**src/rtl/idli_sqi_ctrl_m_if.sv**
```systemverilog
`default_nettype none
// ============================================================================
//  Module   : idli_sqi_ctrl_m_if
//  Purpose  : Core, IO-register and SQI memory signals of the SQI sequencer.
//  Revision : 1.0 - initial release
// ============================================================================
interface idli_sqi_ctrl_m_if;
  logic       i_sqi_req;
  logic       i_sqi_wr;
  logic       i_sqi_seq;
  logic [15:0] i_sqi_addr;
  logic       o_sqi_busy;
  logic       o_sqi_done;
  logic [3:0] i_sqi_core_data;
  logic       i_sqi_core_wr_en;
  logic [3:0] o_sqi_reg_data;
  logic       o_sqi_reg_wr_en;
  logic [3:0] i_sqi_reg_data;
  logic       o_sqi_mem_cs_n;
  logic       o_sqi_mem_sck_en;
  logic [3:0] o_sqi_mem_sio;
  logic       o_sqi_mem_oe;
  logic [3:0] i_sqi_mem_sio;

  modport slave (
    input  i_sqi_req, i_sqi_wr, i_sqi_seq, i_sqi_addr,
    input  i_sqi_core_data, i_sqi_core_wr_en, i_sqi_reg_data, i_sqi_mem_sio,
    output o_sqi_busy, o_sqi_done, o_sqi_reg_data, o_sqi_reg_wr_en,
    output o_sqi_mem_cs_n, o_sqi_mem_sck_en, o_sqi_mem_sio, o_sqi_mem_oe
  );

  modport master (
    output i_sqi_req, i_sqi_wr, i_sqi_seq, i_sqi_addr,
    output i_sqi_core_data, i_sqi_core_wr_en, i_sqi_reg_data, i_sqi_mem_sio,
    input  o_sqi_busy, o_sqi_done, o_sqi_reg_data, o_sqi_reg_wr_en,
    input  o_sqi_mem_cs_n, o_sqi_mem_sck_en, o_sqi_mem_sio, o_sqi_mem_oe
  );
endinterface
`default_nettype wire

```
**src/rtl/idli_sqi_ctrl_m.sv**
```systemverilog
`default_nettype none
// ============================================================================
//  Module   : idli_sqi_ctrl_m
//  Purpose  : SQI SRAM transaction sequencer in front of the nibble IO register.
//  Revision : 1.0 - initial release
// ============================================================================
module idli_sqi_ctrl_m #(
  parameter logic [7:0] CMD_RD        = 8'h03,
  parameter logic [7:0] CMD_WR        = 8'h02,
  parameter int         DUMMY_NIBBLES = 2
) (
  input  logic               i_sqi_gck,
  input  logic               i_sqi_rst,
  idli_sqi_ctrl_m_if.slave   bus
);

  typedef enum logic [2:0] {
    S_IDLE  = 3'd0,
    S_CMD   = 3'd1,
    S_ADDR  = 3'd2,
    S_DUMMY = 3'd3,
    S_DATA  = 3'd4,
    S_END   = 3'd5
  } state_t;

  localparam logic [1:0] C_DUMMY_LAST = 2'(DUMMY_NIBBLES - 1);

  state_t      r_state;
  logic [1:0]  r_cnt;
  logic [15:0] r_addr;
  logic        r_wr;
  logic        r_cs_n;
  logic        r_sck_en;
  logic        r_oe;
  logic        r_busy;
  logic        r_done;

  logic [7:0]  w_opcode;
  logic [3:0]  w_reg_data;
  logic        w_reg_wr_en;
  logic [3:0]  w_mem_sio;

  // Pin controls are registered against the state being entered so they line up with it.
  always_ff @(posedge i_sqi_gck or posedge i_sqi_rst) begin
    if (i_sqi_rst) begin
      r_state  <= S_IDLE;
      r_cnt    <= 2'd0;
      r_addr   <= 16'h0000;
      r_wr     <= 1'b0;
      r_cs_n   <= 1'b1;
      r_sck_en <= 1'b0;
      r_oe     <= 1'b0;
      r_busy   <= 1'b0;
      r_done   <= 1'b0;
    end else begin
      r_done <= 1'b0;
      r_cnt  <= r_cnt + 2'd1;
      case (r_state)
        S_IDLE: begin
          r_cnt <= 2'd0;
          if (bus.i_sqi_req) begin
            r_state  <= S_CMD;
            r_addr   <= bus.i_sqi_addr;
            r_wr     <= bus.i_sqi_wr;
            r_cs_n   <= 1'b0;
            r_sck_en <= 1'b1;
            r_oe     <= 1'b1;
            r_busy   <= 1'b1;
          end
        end
        S_CMD: begin
          if (r_cnt == 2'd1) begin
            r_state <= S_ADDR;
            r_cnt   <= 2'd0;
          end
        end
        S_ADDR: begin
          if (r_cnt == 2'd3) begin
            r_cnt <= 2'd0;
            if (r_wr) begin
              r_state <= S_DATA;
            end else begin
              r_state <= S_DUMMY;
              r_oe    <= 1'b0;
            end
          end
        end
        S_DUMMY: begin
          if (r_cnt == C_DUMMY_LAST) begin
            r_state <= S_DATA;
            r_cnt   <= 2'd0;
          end
        end
        S_DATA: begin
          if (r_cnt == 2'd3) begin
            r_done <= 1'b1;
            r_cnt  <= 2'd0;
            if (!(bus.i_sqi_req && bus.i_sqi_seq && (bus.i_sqi_wr == r_wr))) begin
              r_state  <= S_END;
              r_cs_n   <= 1'b1;
              r_sck_en <= 1'b0;
              r_oe     <= 1'b0;
            end
          end
        end
        S_END: begin
          r_state <= S_IDLE;
          r_cnt   <= 2'd0;
          r_busy  <= 1'b0;
        end
        default: begin
          r_state  <= S_IDLE;
          r_cnt    <= 2'd0;
          r_cs_n   <= 1'b1;
          r_sck_en <= 1'b0;
          r_oe     <= 1'b0;
          r_busy   <= 1'b0;
        end
      endcase
    end
  end

  assign w_opcode = r_wr ? CMD_WR : CMD_RD;

  // Nibble steering between core, IO register and memory pins.
  always_comb begin
    w_reg_data  = bus.i_sqi_reg_data;
    w_reg_wr_en = 1'b0;
    w_mem_sio   = 4'h0;
    case (r_state)
      S_IDLE: begin
        w_reg_data  = bus.i_sqi_core_data;
        w_reg_wr_en = bus.i_sqi_core_wr_en;
      end
      S_CMD: begin
        w_mem_sio = (r_cnt == 2'd0) ? w_opcode[7:4] : w_opcode[3:0];
      end
      S_ADDR: begin
        case (r_cnt)
          2'd0:    w_mem_sio = r_addr[15:12];
          2'd1:    w_mem_sio = r_addr[11:8];
          2'd2:    w_mem_sio = r_addr[7:4];
          default: w_mem_sio = r_addr[3:0];
        endcase
      end
      S_DATA: begin
        if (r_wr) begin
          w_mem_sio = bus.i_sqi_reg_data;
        end else begin
          w_reg_wr_en = 1'b1;
          w_reg_data  = bus.i_sqi_mem_sio;
        end
      end
      default: begin
        w_mem_sio = 4'h0;
      end
    endcase
  end

  assign bus.o_sqi_busy       = r_busy;
  assign bus.o_sqi_done       = r_done;
  assign bus.o_sqi_reg_data   = w_reg_data;
  assign bus.o_sqi_reg_wr_en  = w_reg_wr_en;
  assign bus.o_sqi_mem_cs_n   = r_cs_n;
  assign bus.o_sqi_mem_sck_en = r_sck_en;
  assign bus.o_sqi_mem_sio    = w_mem_sio;
  assign bus.o_sqi_mem_oe     = r_oe;

endmodule
`default_nettype wire

```
**src/flat_wrapper.sv**
```systemverilog
// flat-port wrapper written by rule: the top's interface ports become plain ports
module idli_sqi_ctrl_m_flat 
#(
  parameter logic [7:0] CMD_RD        = 8'h03,
  parameter logic [7:0] CMD_WR        = 8'h02,
  parameter int         DUMMY_NIBBLES = 2
)
  (i_sqi_gck, i_sqi_rst, bus_i_sqi_req, bus_i_sqi_wr, bus_i_sqi_seq, bus_i_sqi_addr, bus_i_sqi_core_data, bus_i_sqi_core_wr_en, bus_i_sqi_reg_data, bus_i_sqi_mem_sio, bus_o_sqi_busy, bus_o_sqi_done, bus_o_sqi_reg_data, bus_o_sqi_reg_wr_en, bus_o_sqi_mem_cs_n, bus_o_sqi_mem_sck_en, bus_o_sqi_mem_sio, bus_o_sqi_mem_oe);
  idli_sqi_ctrl_m_if bus_i ();
  input  logic i_sqi_gck;
  input  logic i_sqi_rst;
  input wire logic [$bits(bus_i.i_sqi_req)-1:0] bus_i_sqi_req;
  input wire logic [$bits(bus_i.i_sqi_wr)-1:0] bus_i_sqi_wr;
  input wire logic [$bits(bus_i.i_sqi_seq)-1:0] bus_i_sqi_seq;
  input wire logic [$bits(bus_i.i_sqi_addr)-1:0] bus_i_sqi_addr;
  input wire logic [$bits(bus_i.i_sqi_core_data)-1:0] bus_i_sqi_core_data;
  input wire logic [$bits(bus_i.i_sqi_core_wr_en)-1:0] bus_i_sqi_core_wr_en;
  input wire logic [$bits(bus_i.i_sqi_reg_data)-1:0] bus_i_sqi_reg_data;
  input wire logic [$bits(bus_i.i_sqi_mem_sio)-1:0] bus_i_sqi_mem_sio;
  output wire logic [$bits(bus_i.o_sqi_busy)-1:0] bus_o_sqi_busy;
  output wire logic [$bits(bus_i.o_sqi_done)-1:0] bus_o_sqi_done;
  output wire logic [$bits(bus_i.o_sqi_reg_data)-1:0] bus_o_sqi_reg_data;
  output wire logic [$bits(bus_i.o_sqi_reg_wr_en)-1:0] bus_o_sqi_reg_wr_en;
  output wire logic [$bits(bus_i.o_sqi_mem_cs_n)-1:0] bus_o_sqi_mem_cs_n;
  output wire logic [$bits(bus_i.o_sqi_mem_sck_en)-1:0] bus_o_sqi_mem_sck_en;
  output wire logic [$bits(bus_i.o_sqi_mem_sio)-1:0] bus_o_sqi_mem_sio;
  output wire logic [$bits(bus_i.o_sqi_mem_oe)-1:0] bus_o_sqi_mem_oe;
  assign bus_i.i_sqi_req = bus_i_sqi_req;
  assign bus_i.i_sqi_wr = bus_i_sqi_wr;
  assign bus_i.i_sqi_seq = bus_i_sqi_seq;
  assign bus_i.i_sqi_addr = bus_i_sqi_addr;
  assign bus_i.i_sqi_core_data = bus_i_sqi_core_data;
  assign bus_i.i_sqi_core_wr_en = bus_i_sqi_core_wr_en;
  assign bus_i.i_sqi_reg_data = bus_i_sqi_reg_data;
  assign bus_i.i_sqi_mem_sio = bus_i_sqi_mem_sio;
  assign bus_o_sqi_busy = bus_i.o_sqi_busy;
  assign bus_o_sqi_done = bus_i.o_sqi_done;
  assign bus_o_sqi_reg_data = bus_i.o_sqi_reg_data;
  assign bus_o_sqi_reg_wr_en = bus_i.o_sqi_reg_wr_en;
  assign bus_o_sqi_mem_cs_n = bus_i.o_sqi_mem_cs_n;
  assign bus_o_sqi_mem_sck_en = bus_i.o_sqi_mem_sck_en;
  assign bus_o_sqi_mem_sio = bus_i.o_sqi_mem_sio;
  assign bus_o_sqi_mem_oe = bus_i.o_sqi_mem_oe;
  idli_sqi_ctrl_m #(.CMD_RD(CMD_RD), .CMD_WR(CMD_WR), .DUMMY_NIBBLES(DUMMY_NIBBLES)) u_core (.i_sqi_gck(i_sqi_gck), .i_sqi_rst(i_sqi_rst), .bus(bus_i));
endmodule
```
**config.mk**
```make
export PLATFORM = sky130hd
export DESIGN_NAME = idli_sqi_ctrl_m_flat
export DESIGN_NICKNAME = d
export VERILOG_FILES = /design/src/rtl/idli_sqi_ctrl_m_if.sv /design/src/rtl/idli_sqi_ctrl_m.sv /design/src/flat_wrapper.sv
export SDC_FILE = /design/constraint.sdc
export NUM_CORES = 1
export LEC_CHECK = 0
export BUFFER_PORTS_ARGS = -buffer_cell sky130_fd_sc_hd__buf_4
export CORE_MARGIN = 2
export CORE_UTILIZATION = 45
export DETAILED_ROUTE_END_ITERATION = 10
export PLACE_DENSITY_LB_ADDON = 0.05
export SYNTH_ARGS = -nofsm -noshare
export SYNTH_HDL_FRONTEND = slang
export SYNTH_SLANG_ARGS = --single-unit
```
**constraint.sdc**
```tcl
create_clock -name i_sqi_gck -period 2.1 [get_ports i_sqi_gck]
set_input_delay 0.105 -clock i_sqi_gck [delete_from_list [all_inputs] [get_ports i_sqi_gck]]
set_output_delay 0.105 -clock i_sqi_gck [all_outputs]
set_load 0.02 [all_outputs]
```
# ---- Yosys cells after proc, flatten, opt, wreduce, memory -nomap -nowiden
# Cells that the tools add are included.
dict set report classes {
  n_mux 34
  addsub 1
  n_bitwise 3
  n_eq_ne 16
  n_reduce_logical 14
}
# cell count
set ops {}
lappend ops {{4-bit one-hot mux with 3 select lines} 2}
lappend ops {{3-bit 2-to-1 mux} 7}
lappend ops {{3-bit one-hot mux with 5 select lines} 1}
lappend ops {{1-bit 2-to-1 mux} 12}
lappend ops {{4-bit 2-to-1 mux} 3}
lappend ops {{6-bit AND reduction} 2}
lappend ops {{2-bit by 1-bit inequality test with 1-bit output (second input constant)} 4}
lappend ops {{4-bit one-hot mux with 2 select lines} 1}
lappend ops {{4-bit OR reduction} 2}
lappend ops {{3-bit by 2-bit == test with 1-bit output (second input constant)} 2}
lappend ops {{3-bit == test (second input constant)} 2}
lappend ops {{2-bit inequality test (second input constant)} 3}
lappend ops {{1-bit one-hot mux with 3 select lines} 2}
lappend ops {{2-bit == test (second input constant)} 2}
lappend ops {{2-bit 2-to-1 mux} 2}
lappend ops {{1-bit one-hot mux with 2 select lines} 2}
lappend ops {{1-bit one-hot mux with 4 select lines} 1}
lappend ops {{2-bit one-hot mux with 2 select lines} 1}
lappend ops {{2-bit AND reduction} 2}
lappend ops {{4-bit AND reduction} 1}
lappend ops {{2-bit OR reduction} 2}
lappend ops {{3-bit by 1-bit == test with 1-bit output (second input constant)} 1}
lappend ops {{3-bit zero test} 1}
lappend ops {{1-bit NOT} 3}
lappend ops {{other kinds (6)} 7}
dict set report word_totals {
  out_inout_bits 14
  in_bits 34
  ff_bits 27
  word_cells 77
}

# ---- Longest topological paths before layout
# Gate-level depths: netlist of run 1.
dict set report depth {
  ltp_word 5
  mapped_depth 6
  depth_no_buf 6
}

# ---- Least setup slack after synthesis of run 1
# Ideal clock, no wire load.
dict set report synth_path {
  kind {register -> register}
  start {reg u_core.r_cnt[0]}
  end {reg u_core.r_state[0]}
  stages_incl_launch_ff 7
  t_arrival_ns 1.403
  path_buffers 1
  period_less_slack_ns 1.482
  slack_ns 0.618
  cell_sequence {dfrtp_1 -> ha_1 -> buf_4 -> or3b_1 -> a211oi_2 -> nor2_1 -> o2bb2ai_1}
}
dict set report synth_between {
  elab_chain_len 3
}
# element line
set synth_lines {}
lappend synth_lines {{from (decl)} idli_sqi_ctrl_m.sv:29} ;# logic [1:0] r_cnt;
lappend synth_lines {{from (signal assigned)} idli_sqi_ctrl_m.sv:57} ;# r_cnt <= r_cnt + 2'd1;
lappend synth_lines {{2-bit by 1-bit == test with 1-bit output or 2-bit == test (tied branches)} -}
lappend synth_lines {{2-bit by 1-bit inequality test with 1-bit output (no source line)} -}
lappend synth_lines {{6-bit AND reduction (no source line) *} -}
lappend synth_lines {{to (signal assigned)} idli_sqi_ctrl_m.sv:73} ;# r_state <= S_ADDR;
lappend synth_lines {{to (signal assigned)} idli_sqi_ctrl_m.sv:81} ;# r_state <= S_DATA;
lappend synth_lines {{to (signal assigned)} idli_sqi_ctrl_m.sv:90} ;# r_state <= S_DATA;
lappend synth_lines {{to (decl)} idli_sqi_ctrl_m.sv:28} ;# state_t r_state;
# Mark *: on every way between the ends. The rest lies on a longest branch, timed or not.
# A chain may end at the register's enable or synchronous reset.

# ---- Final worst setup path of run 1
dict set report layout_path {
  start {reg u_core.r_cnt[1]}
  end {out bus_o_sqi_mem_sio[1]}
}
dict set report layout_between {
  elab_chain_len 3
}
# element line
set layout_lines {}
lappend layout_lines {{2-bit == test (tied with other cells)} idli_sqi_ctrl_m.sv:139} ;# case (r_cnt)
lappend layout_lines {{4-bit one-hot mux with 3 select lines or 4-bit 2-to-1 mux (tied branches)} {idli_sqi_ctrl_m.sv:139, idli_sqi_ctrl_m.sv:136}}
lappend layout_lines {{4-bit one-hot mux with 3 select lines *} idli_sqi_ctrl_m.sv:130} ;# case (r_state)
lappend layout_lines {{to (decl)} flat_wrapper.sv:26} ;# output wire logic [$bits(bus_i.o_sqi_mem_sio)-1:0] bus_o_sqi_mem_sio;
# Marked as above.

==> flow_metrics.env, run 1 <==
export IMPL_status="finished, final reports clean"
export IMPL_cp_required_ns=2.00
export IMPL_antenna_found_initial=0
export IMPL_critical_path_class="flip-flop to output port"
export IMPL_period_share_pct=98.23
export IMPL_cap_violations=0
export IMPL_stdcell_count=261
export IMPL_final_area_sq_um=2160
export IMPL_totalWireLength_um=3759
export IMPL_drc=0
export IMPL_worst_hold_path_endpoint="u_core.r_addr[1]"
export IMPL_syn_mean_instance_area_sq_um=10.18
export IMPL_skew_ns=0.004208
export IMPL_r2r_end="u_core.r_state[0]"
export IMPL_dp_cells=239
export IMPL_clockBufferDepth=2
export IMPL_slew_viol_final=0
export IMPL_rows=21
export IMPL_finalPower_mw=2.870
export IMPL_fin_crit_ns=2.063
export IMPL_worst_path_max_fanout=9
export IMPL_syn_inst=151
export IMPL_grt_pass1_wl_um=6113
export IMPL_tightest_slew_ns=0.4777
export IMPL_fillers=279
export IMPL_hold_viol=0
export IMPL_slowest_stage="dfrtp_1"
export IMPL_avgViaCountPerCell=5.276
export IMPL_cp_arrival_ns=1.96
export IMPL_max_stage_delay_ns=0.42
export IMPL_insertion_delay_ns=0.32
export IMPL_synth_warnings=0
export IMPL_min_path_type="input port to flip-flop"
export IMPL_combPwrFrac_pct=57.3
export IMPL_root_buffer="clkbuf_4"
export IMPL_gr_total_overflow=0
export IMPL_fp_dieW_um=62.43
export IMPL_area_growth_pct=40.55
export IMPL_cp_common_cell="buf_4"
export IMPL_drt_iter0_drc=43
export IMPL_io_pins=48
export IMPL_gp_congestion=0.8278
export IMPL_power_report_internal_total_mw=1.663
export IMPL_clock_fmax_ghz=0.4848
export IMPL_powerDensity_nw_per_um2=1329
export IMPL_diodes=0
export IMPL_slew_headroom_pct=68.08
export IMPL_cp_cell_sequence="buf_4, ha_2, inv_1, o21ai_0, o22ai_1, buf_4"
export IMPL_r2r_start="u_core.r_cnt[1]"
export IMPL_h_tree_depth=1
export IMPL_io_buffers=47
export IMPL_grt_max_degree=28
export IMPL_r2r_slack_ns=0.37
export IMPL_post_place_ws_ns=0.3743
export IMPL_p_sw_mw=1.207
export IMPL_place_area_sq_um=1926
export IMPL_seqPwrFrac_pct=35.0
export IMPL_coreArea_sq_um=3311
export IMPL_r2r_cells=6
export IMPL_cp_end_kind="output port"
export IMPL_ys_seq_area_share_pct=44.06
export IMPL_post_dp_hpwl_um=2668
export IMPL_cts_buffers=3
export IMPL_grt_pass1_vias=1347
export IMPL_start_kind="flip-flop"
export IMPL_antenna_left=0
export IMPL_synth_cell_types=39
export IMPL_clkSinkCount=27
export IMPL_syn_area_sq_um=1536
export IMPL_cts_tree="built"
export IMPL_peakVddDrop_uv=587.1
export IMPL_holdPathStages=2
export IMPL_die_h_um=62.43
export IMPL_avgRoutedWirePerCell_um=14.40
export IMPL_dieArea_sq_um=3898
export IMPL_clockPowerShare_pct=7.7
export IMPL_cp_top_family="buffers and inverters"
export IMPL_p_leak_nw=0.9349
export IMPL_clkTransAtPathRegs_ns=0.14
export IMPL_switching_share_pct=42.06
export IMPL_crit_buf_inv=3
export IMPL_num_nets_final=255
export IMPL_drt_pass1_iter_count=4
export IMPL_synth_seq_cells=27
export IMPL_hold_start="bus_i_sqi_addr[1]"
export IMPL_timing_final_ws_setup_ns=0.03715
export IMPL_num_vias=1377
export IMPL_drive_gt1_share_pct=38.60
export IMPL_synthesis_nets=190
export IMPL_grt_usage_pct=19.36
export IMPL_setup_viol=0
export IMPL_initial_core_util_pct=46.41
-- placed cells by master (no fill, tap or decap), types with 3 or more instances in the layout --
cell type / instances
inv_1: 7
dfrtp_1: 24
buf_4: 53
nand2_1: 5
a21oi_1: 12
dlygate4sd3_1: 16
clkbuf_4: 3
or3_1: 5
nand3_1: 3
a222oi_1: 4
o21ai_0: 10
o22ai_1: 7
mux2_2: 17
nor2_1: 10
-- metal layers --
metal  share of wire, %  track usage, %  vias to the layer above
met3                2.7           3.604                        6
met4                2.0           6.389                        0
met2                 51           33.60                       29
li1                   -               -                      690
met5                  0               0                        -
met1                 45           24.32                      652
-- sequential cells by signal, indices dropped and copies added, names as in the netlist --
signal and count:
u_core.bus.o_sqi_busy 1, u_core.bus.o_sqi_done 1, u_core.bus.o_sqi_mem_cs_n 1, u_core.bus.o_sqi_mem_oe 1, u_core.bus.o_sqi_mem_sck_en 1, u_core.r_addr 16
u_core.r_cnt 2, u_core.r_state 3, u_core.r_wr 1
-- cell usage after synthesis --
library cell,instances,share of area (%)
ha_1,5,4.1
nand2b_1,1,0.41
clkbuf_1,4,0.98
a222oi_1,4,2.6
a211oi_1,1,0.49
or3b_1,1,0.57
a41oi_1,2,1.1
dfstp_2,1,1.7
nor2b_1,2,0.81
mux2i_1,2,1.3
or2_1,1,0.41
nor3_1,2,0.65
o2bb2ai_1,2,1.1
o221ai_1,1,0.57
inv_1,8,2.0
dfrtp_1,26,42
nor4_1,1,0.41
or3_1,5,2.0
nand4_1,1,0.41
a21oi_1,12,3.9
o21ai_0,10,3.3
a22oi_1,1,0.49
mux2_2,17,12
a21o_1,1,0.49
o22ai_1,7,2.9
and2_1,2,0.81
a32o_1,1,0.65
a31oi_1,1,0.41
nand2_1,5,1.2
xnor2_1,1,0.57
and3_1,1,0.41
a211oi_2,1,0.81
a22o_1,2,1.1
nor2_1,10,2.4
buf_6,1,0.73
nor2_4,1,0.73
buf_2,2,0.65
buf_4,2,0.98
nand3_1,3,0.98
-- worst reg2reg max path, stage by stage, from the launching register on --
cell,delay (ns)
dfrtp_1,0.42
buf_4,0.13
ha_2,0.25
or3b_1,0.38
a211oi_2,0.25
nor2_1,0.06
o2bb2ai_1,0.17
-- repair_timing --
action / CTS / global route
hold endpoints to repair: 29 / 12
endpoints found under the setup margin: 1 / 5
hold buffers: 4 / 12
buffers inserted: 0 / 2
gates resized for setup: 0 / 9
gates cloned: 0 / 0
pin swaps: 1 / 3
-- metrics by stage --
step / hold WS (ns) / util [%] / TNS (ns)
CTS: 0.0007552 / 60.17 / 0
detailed placement: 0.1940 / 58.16 / 0
floorplan: 0.1570 / - / 0
finish: 0.01697 / 65.23 / 0
global placement: 0.1871 / 58.16 / 0
global route: 0.005559 / 65.23 / -0.009799
-- power by group through the flow --
stage,clock network [mW],registers (mW),logic (mW)
2_1_floorplan,0,0.928,1.12
3_3_place_gp,0,0.996,1.51
3_5_place_dp,0,1.01,1.53
4_1_cts,0.231,0.991,1.54
5_1_grt,0.261,1.04,1.80
6_report,0.220,1.01,1.64
-- worst max-delay path by stage --
stage | from | end | slack [ns] | cells after the start
finish | u_core.r_cnt[1] | bus_o_sqi_mem_sio[1] | 0.04 | 6
CTS | u_core.r_cnt[0] | bus_o_sqi_mem_sio[2] | 0.006 | 6
detailed placement | u_core.r_cnt[0] | bus_o_sqi_mem_sio[2] | 0.37 | 6
floorplan | u_core.r_cnt[0] | u_core.r_state[0] | 0.62 | 6
global placement | u_core.r_cnt[0] | bus_o_sqi_mem_sio[2] | 0.38 | 6
global route | u_core.r_cnt[1] | bus_o_sqi_mem_sio[1] | -0.01 | 6
-- cells by family after synthesis --
kind of cell	synth area share (%)
adder cells (fa/ha/maj)	4.072
multiplexers	13.76
flip-flops	44.06
XOR/XNOR	0.5701
AND/OR/NAND/NOR	12.30
buffers and inverters	5.293
AO/OA/AOI/OAI	19.95
-- layout make-up --
cell class	count	area (sq um)	area share, %
Clock buffer	4	26.28	1.217
Inverter	8	30.03	1.390
Multi-Input combinational cell	107	808.3	37.43
Sequential cell	27	679.4	31.46
Tap cell	46	57.56	2.665
Timing Repair Buffer	69	558.0	25.84
No activity file was read; power rests on OpenSTA's default activity.
==> run 2: changes to the inputs <==
Settings changed: CORE_UTILIZATION 45 to 50, GPL_TIMING_DRIVEN set to 0.
==> flow_metrics.env, run 2 (same netlist as run 1, synthesis figures left out) <==
export IMPL_slew_headroom_pct=31.44
export IMPL_clkTransAtPathRegs_ns=0.15
export IMPL_clockPowerShare_pct=7.7
export IMPL_startpoint="u_core.r_cnt[0]"
export IMPL_antenna_found_initial=0
export IMPL_fin_util_pct=72.61
export IMPL_gr_total_overflow=0
export IMPL_clkSinkCount=27
export IMPL_top_regs="u_core.r_addr: 16 flops, u_core.r_state: 3 flops, u_core.r_cnt: 2 flops"
export IMPL_diodes=0
export IMPL_r2r_slack_ns=0.35
export IMPL_insertion_delay_ns=0.33
export IMPL_area_growth_pct=40.72
export IMPL_avgViaCountPerCell=5.773
export IMPL_period_share_pct=98.58
export IMPL_grt_usage_pct=23.93
export IMPL_combPwrFrac_pct=60.3
export IMPL_io_buffers=47
export IMPL_crit_buf_inv=2
export IMPL_r2r_end="u_core.r_addr[2]"
export IMPL_gp_congestion=0.8602
export IMPL_fp_dieW_um=59.44
export IMPL_min_path_type="input port to asynchronous set/reset pin"
export IMPL_cp_end_kind="output port"
export IMPL_dieArea_sq_um=3533
export IMPL_p_sw_mw=1.260
export IMPL_clockBufferDepth=2
export IMPL_regMostFlops="u_core.r_addr"
export IMPL_num_vias=1449
export IMPL_post_dp_hpwl_um=2824
export IMPL_skew_ns=0.005476
export IMPL_drt_pass1_iter_count=5
export IMPL_grt_pass1_vias=1415
export IMPL_cts_tree="built"
export IMPL_status="finished, final reports clean"
export IMPL_clock_fmax_ghz=0.4831
export IMPL_mostFrequentLayoutCell="buf_4"
export IMPL_num_nets_final=258
export IMPL_powerDensity_nw_per_um2=1363
export IMPL_switching_share_pct=42.75
export IMPL_hold_slack_ns=0.001994
export IMPL_tightest_slew_ns=1.027
export IMPL_cp_top_family="compound AO/OA/AOI/OAI gates"
export IMPL_r2r_cells=5
export IMPL_seqPwrFrac_pct=32.0
export IMPL_drive_gt1_share_pct=40.83
export IMPL_antenna_left=0
export IMPL_final_cell_mix="buf_4 (50), dfrtp_1 (24), mux2_2 (17)"
export IMPL_critical_path_class="flip-flop to output port"
export IMPL_initial_core_util_pct=51.60
export IMPL_root_buffer="clkbuf_4"
export IMPL_cp_cell_sequence="inv_2, ha_4, a222oi_1, a21oi_1, a22o_1, buf_4"
export IMPL_cp_arrival_ns=1.97
export IMPL_setup_viol=0
export IMPL_largest_reg_flops=16
export IMPL_avgRoutedWirePerCell_um=16.02
export IMPL_slew_viol_final=0
export IMPL_power_report_internal_total_mw=1.687
export IMPL_seqCellArea_sq_um=679.4
export IMPL_p_leak_nw=0.9428
export IMPL_cts_buffers=3
export IMPL_slowest_stage="dfrtp_2"
export IMPL_worst_path_max_fanout=4
export IMPL_hold_viol=0
export IMPL_rsz0062_at_grt="yes"
export IMPL_cp_required_ns=2.00
export IMPL_coreArea_sq_um=2978
export IMPL_h_tree_depth=1
export IMPL_io_pins=48
export IMPL_cap_violations=0
export IMPL_grt_pass1_wl_um=6403
export IMPL_max_stage_delay_ns=0.45
export IMPL_multi_input_area_sq_um=818.3
export IMPL_start_kind="flip-flop"
export IMPL_drc=0
export IMPL_peakVddDrop_uv=663.3
export IMPL_grt_max_degree=28
export IMPL_die_h_um=59.44
export IMPL_rows=20
export IMPL_drt_iter0_drc=99
export IMPL_fillers=233
export IMPL_r2r_start="u_core.r_state[1]"
export IMPL_totalWireLength_um=4021
export IMPL_fin_crit_ns=2.070
[run 2: timing repair]
item / in CTS / in global routing
gates resized for setup: 5 / 11
setup endpoints to repair: 2 / 6
hold buffers: 10 / 3
setup buffers: 1 / 1
hold endpoints to repair: 10 / 3
pin swaps: 3 / 4
cloned: 0 / 1
[run 2: power by group through the flow]
stage	Sequential (mW)	Combinational (mW)	Clock (mW)
after global routing	0.977	1.94	0.255
final	0.942	1.78	0.228
after floorplan	0.928	1.12	0
after CTS	0.923	1.68	0.234
after global placement	0.921	1.60	0
after detailed placement	0.933	1.63	0
[run 2: worst max path at each step]
stage	slack, ns	endpoint	depth (start not counted)
5_1_grt	-0.05	bus_o_sqi_mem_sio[2]	6
3_3_place_gp	0.37	bus_o_sqi_mem_sio[2]	6
6_report	0.03	bus_o_sqi_mem_sio[2]	6
3_5_place_dp	0.35	bus_o_sqi_mem_sio[2]	6
4_1_cts	0.02	bus_o_sqi_mem_sio[2]	6
2_1_floorplan	0.62	u_core.r_state[0]	6
[run 2: routing by layer]
metal	wire, um	global-route usage [%]	part of all wire, %
met5	0	0	0
met4	41	6.494	1.0
met3	297	3.712	7.4
met2	2036	42.54	51
met1	1646	29.83	41
[run 2: layout make-up]
cell class,instances,area share [%]
Tap cell,33,1.910
Timing Repair inverter,1,0.3472
Clock inverter,1,0.2315
Inverter,8,1.563
Timing Repair Buffer,62,23.03
Buffer,9,2.604
Clock buffer,3,1.042
Multi-Input combinational cell,107,37.85
Sequential cell,27,31.42
[run 2: through the flow]
step	instances	worst slack, ns	instance area (sq um)	TNS (ns)	total power, mW
6_report	251	0.02988	2162	0	2.947
5_1_grt	251	-0.05141	2162	-0.05141	3.168
4_1_cts	246	0.01639	2077	0	2.841
3_5_place_dp	231	0.3542	1931	0	2.562
3_3_place_gp	231	0.3737	1931	0	2.520
2_1_floorplan	151	0.6184	1536	0	2.052
==> run 3: changes to the inputs <==
Settings changed: CORE_UTILIZATION 50 to 45.
Clock period 2.1 ns to 1.7 ns, I/O delays scaled along.
==> flow_metrics.env, run 3 (same netlist as run 1, synthesis figures left out) <==
export IMPL_seqCellArea_sq_um=680.7
export IMPL_coreArea_sq_um=3311
export IMPL_cap_violations=0
export IMPL_final_area_sq_um=2374
export IMPL_rsz0062_at_grt="yes"
export IMPL_worst_path_max_fanout=4
export IMPL_grt_max_degree=28
export IMPL_violations="hold timing, setup timing"
export IMPL_io_buffers=47
export IMPL_largest_reg_flops=16
export IMPL_h_tree_depth=1
export IMPL_clockBufferDepth=2
export IMPL_drt_pass1_iter_count=5
export IMPL_gp_congestion=0.8193
export IMPL_grt_pass1_wl_um=7438
export IMPL_clkTransAtPathRegs_ns=0.15
export IMPL_peakVddDrop_uv=854.5
export IMPL_powerDensity_nw_per_um2=1692
export IMPL_start_kind="flip-flop"
export IMPL_hold_viol=26
export IMPL_area_growth_pct=54.48
export IMPL_fin_crit_ns=1.937
export IMPL_gr_total_overflow=0
export IMPL_post_place_ws_ns=-0.03392
export IMPL_cp_end_kind="output port"
export IMPL_die_h_um=62.43
export IMPL_slew_headroom_pct=32.97
export IMPL_combPwrFrac_pct=63.5
export IMPL_seqPwrFrac_pct=29.5
export IMPL_dieArea_sq_um=3898
export IMPL_insertion_delay_ns=0.32
export IMPL_rows=21
export IMPL_initial_core_util_pct=46.41
export IMPL_top_regs="u_core.r_addr: 16 flops, u_core.r_state: 3 flops, u_core.r_cnt: 2 flops"
export IMPL_cp_required_ns=1.62
export IMPL_multi_input_area_sq_um=859.6
export IMPL_antenna_found_initial=0
export IMPL_clockPowerShare_pct=7.0
export IMPL_critical_path_class="flip-flop to output port"
export IMPL_skew_ns=0.001863
export IMPL_root_buffer="clkbuf_4"
export IMPL_fin_util_pct=71.69
export IMPL_timing_final_ws_setup_ns=-0.2367
export IMPL_clkSinkCount=27
export IMPL_num_nets_final=273
export IMPL_clock_fmax_ghz=0.5163
export IMPL_hold_slack_ns=-0.01497
export IMPL_place_area_sq_um=1947
export IMPL_final_cell_mix="buf_4 (57), dfrtp_1 (23), mux2_2 (17), dlygate4sd3_1 (17), a21oi_1 (12)"
export IMPL_status="finished with violations"
export IMPL_fillers=254
export IMPL_cts_buffers=3
export IMPL_drt_iter0_drc=92
export IMPL_grt_pass1_vias=1612
export IMPL_cts_tree="built"
export IMPL_post_dp_hpwl_um=2945
export IMPL_power_report_internal_total_mw=2.341
export IMPL_num_vias=1534
export IMPL_mostFrequentLayoutCell="buf_4"
export IMPL_drive_gt1_share_pct=47.21
export IMPL_p_sw_mw=1.675
export IMPL_avgRoutedWirePerCell_um=15.87
export IMPL_io_pins=48
export IMPL_fp_dieW_um=62.43
export IMPL_slew_viol_final=0
export IMPL_totalWireLength_um=4427
export IMPL_cp_arrival_ns=1.85
export IMPL_setup_viol=9
export IMPL_antenna_left=0
export IMPL_tightest_slew_ns=1.004
export IMPL_diodes=0
export IMPL_period_share_pct=113.9
export IMPL_p_leak_nw=1.031
export IMPL_min_path_type="input port to asynchronous set/reset pin"
export IMPL_switching_share_pct=41.71
export IMPL_avgViaCountPerCell=5.498
export IMPL_drc=0
export IMPL_grt_usage_pct=23.94
export IMPL_regMostFlops="u_core.r_addr"
==> run 3: final timing paths <==
kind	from	to	slack (ns)	depth (start not counted)
setup / recovery	u_core.r_cnt[0]	bus_o_sqi_mem_sio[2]	-0.24	6
min in group i_sqi_gck	bus_i_sqi_req	u_core.bus.o_sqi_mem_sck_en	0.10	3
hold / removal	i_sqi_rst	u_core.r_addr[0]	-0.01	2
hold reg to reg	u_core.bus.o_sqi_mem_cs_n	u_core.bus.o_sqi_mem_cs_n	0.48	2
setup reg to reg	u_core.r_cnt[0]	u_core.r_state[0]	-0.04	7
max in group asynchronous	i_sqi_rst	u_core.r_cnt[0]	1.05	2
==> run 3: final cells by class <==
type	count	area share, %
well taps	46	2.425
repair inverters	1	0.3163
inverters	8	1.634
multi-input cells	107	36.22
plain buffers	9	2.847
flip-flops and latches	27	28.68
repair buffers	77	26.78
clock buffers	4	1.107
==> run 3: critical path: stages, from the launching register on <==
cell and delay, ns:
dfrtp_2 0.46, inv_4 0.07, ha_4 0.18, a222oi_1 0.38, a21oi_1 0.12, a22o_1 0.20
buf_6 0.13
==> run 3: timing repair <==
action	CTS	global route
hold endpoints to repair	15	2
setup endpoints to repair	19	14
gates cloned	1	0
hold buffers	15	2
resized for setup	27	15
buffers inserted	9	4
pin swaps	16	7
==> run 3: stage by stage <==
step | setup TNS (ns) | hold WS, ns | total power [mW] | cells
after floorplan | 0 | 0.1370 | 2.535 | 151
after global placement | -0.02833 | 0.3197 | 3.114 | 244
after detailed placement | -0.1311 | 0.3212 | 3.178 | 244
after CTS | -1.431 | 0.0005616 | 3.834 | 273
after global routing | -2.237 | 0.06443 | 4.316 | 279
final | -1.402 | -0.01497 | 4.016 | 279
==> run 3: power groups by stage <==
| stage | logic (mW) | registers (mW) | clock network, mW |
|---|---|---|---|
| 2_1_floorplan | 1.39 | 1.15 | 0 |
| 3_3_place_gp | 1.98 | 1.14 | 0 |
| 3_5_place_dp | 2.02 | 1.16 | 0 |
| 4_1_cts | 2.38 | 1.16 | 0.292 |
| 5_1_grt | 2.76 | 1.23 | 0.318 |
| 6_report | 2.55 | 1.18 | 0.282 |
==> run 3: per-layer routing <==
layer | part of all wire, % | routed length [um] | track usage, %
met2 | 55 | 2430 | 43.95
met1 | 38 | 1703 | 29.12
met4 | 1.7 | 77 | 8.611
met5 | 0 | 0 | 0
met3 | 4.9 | 216 | 2.162
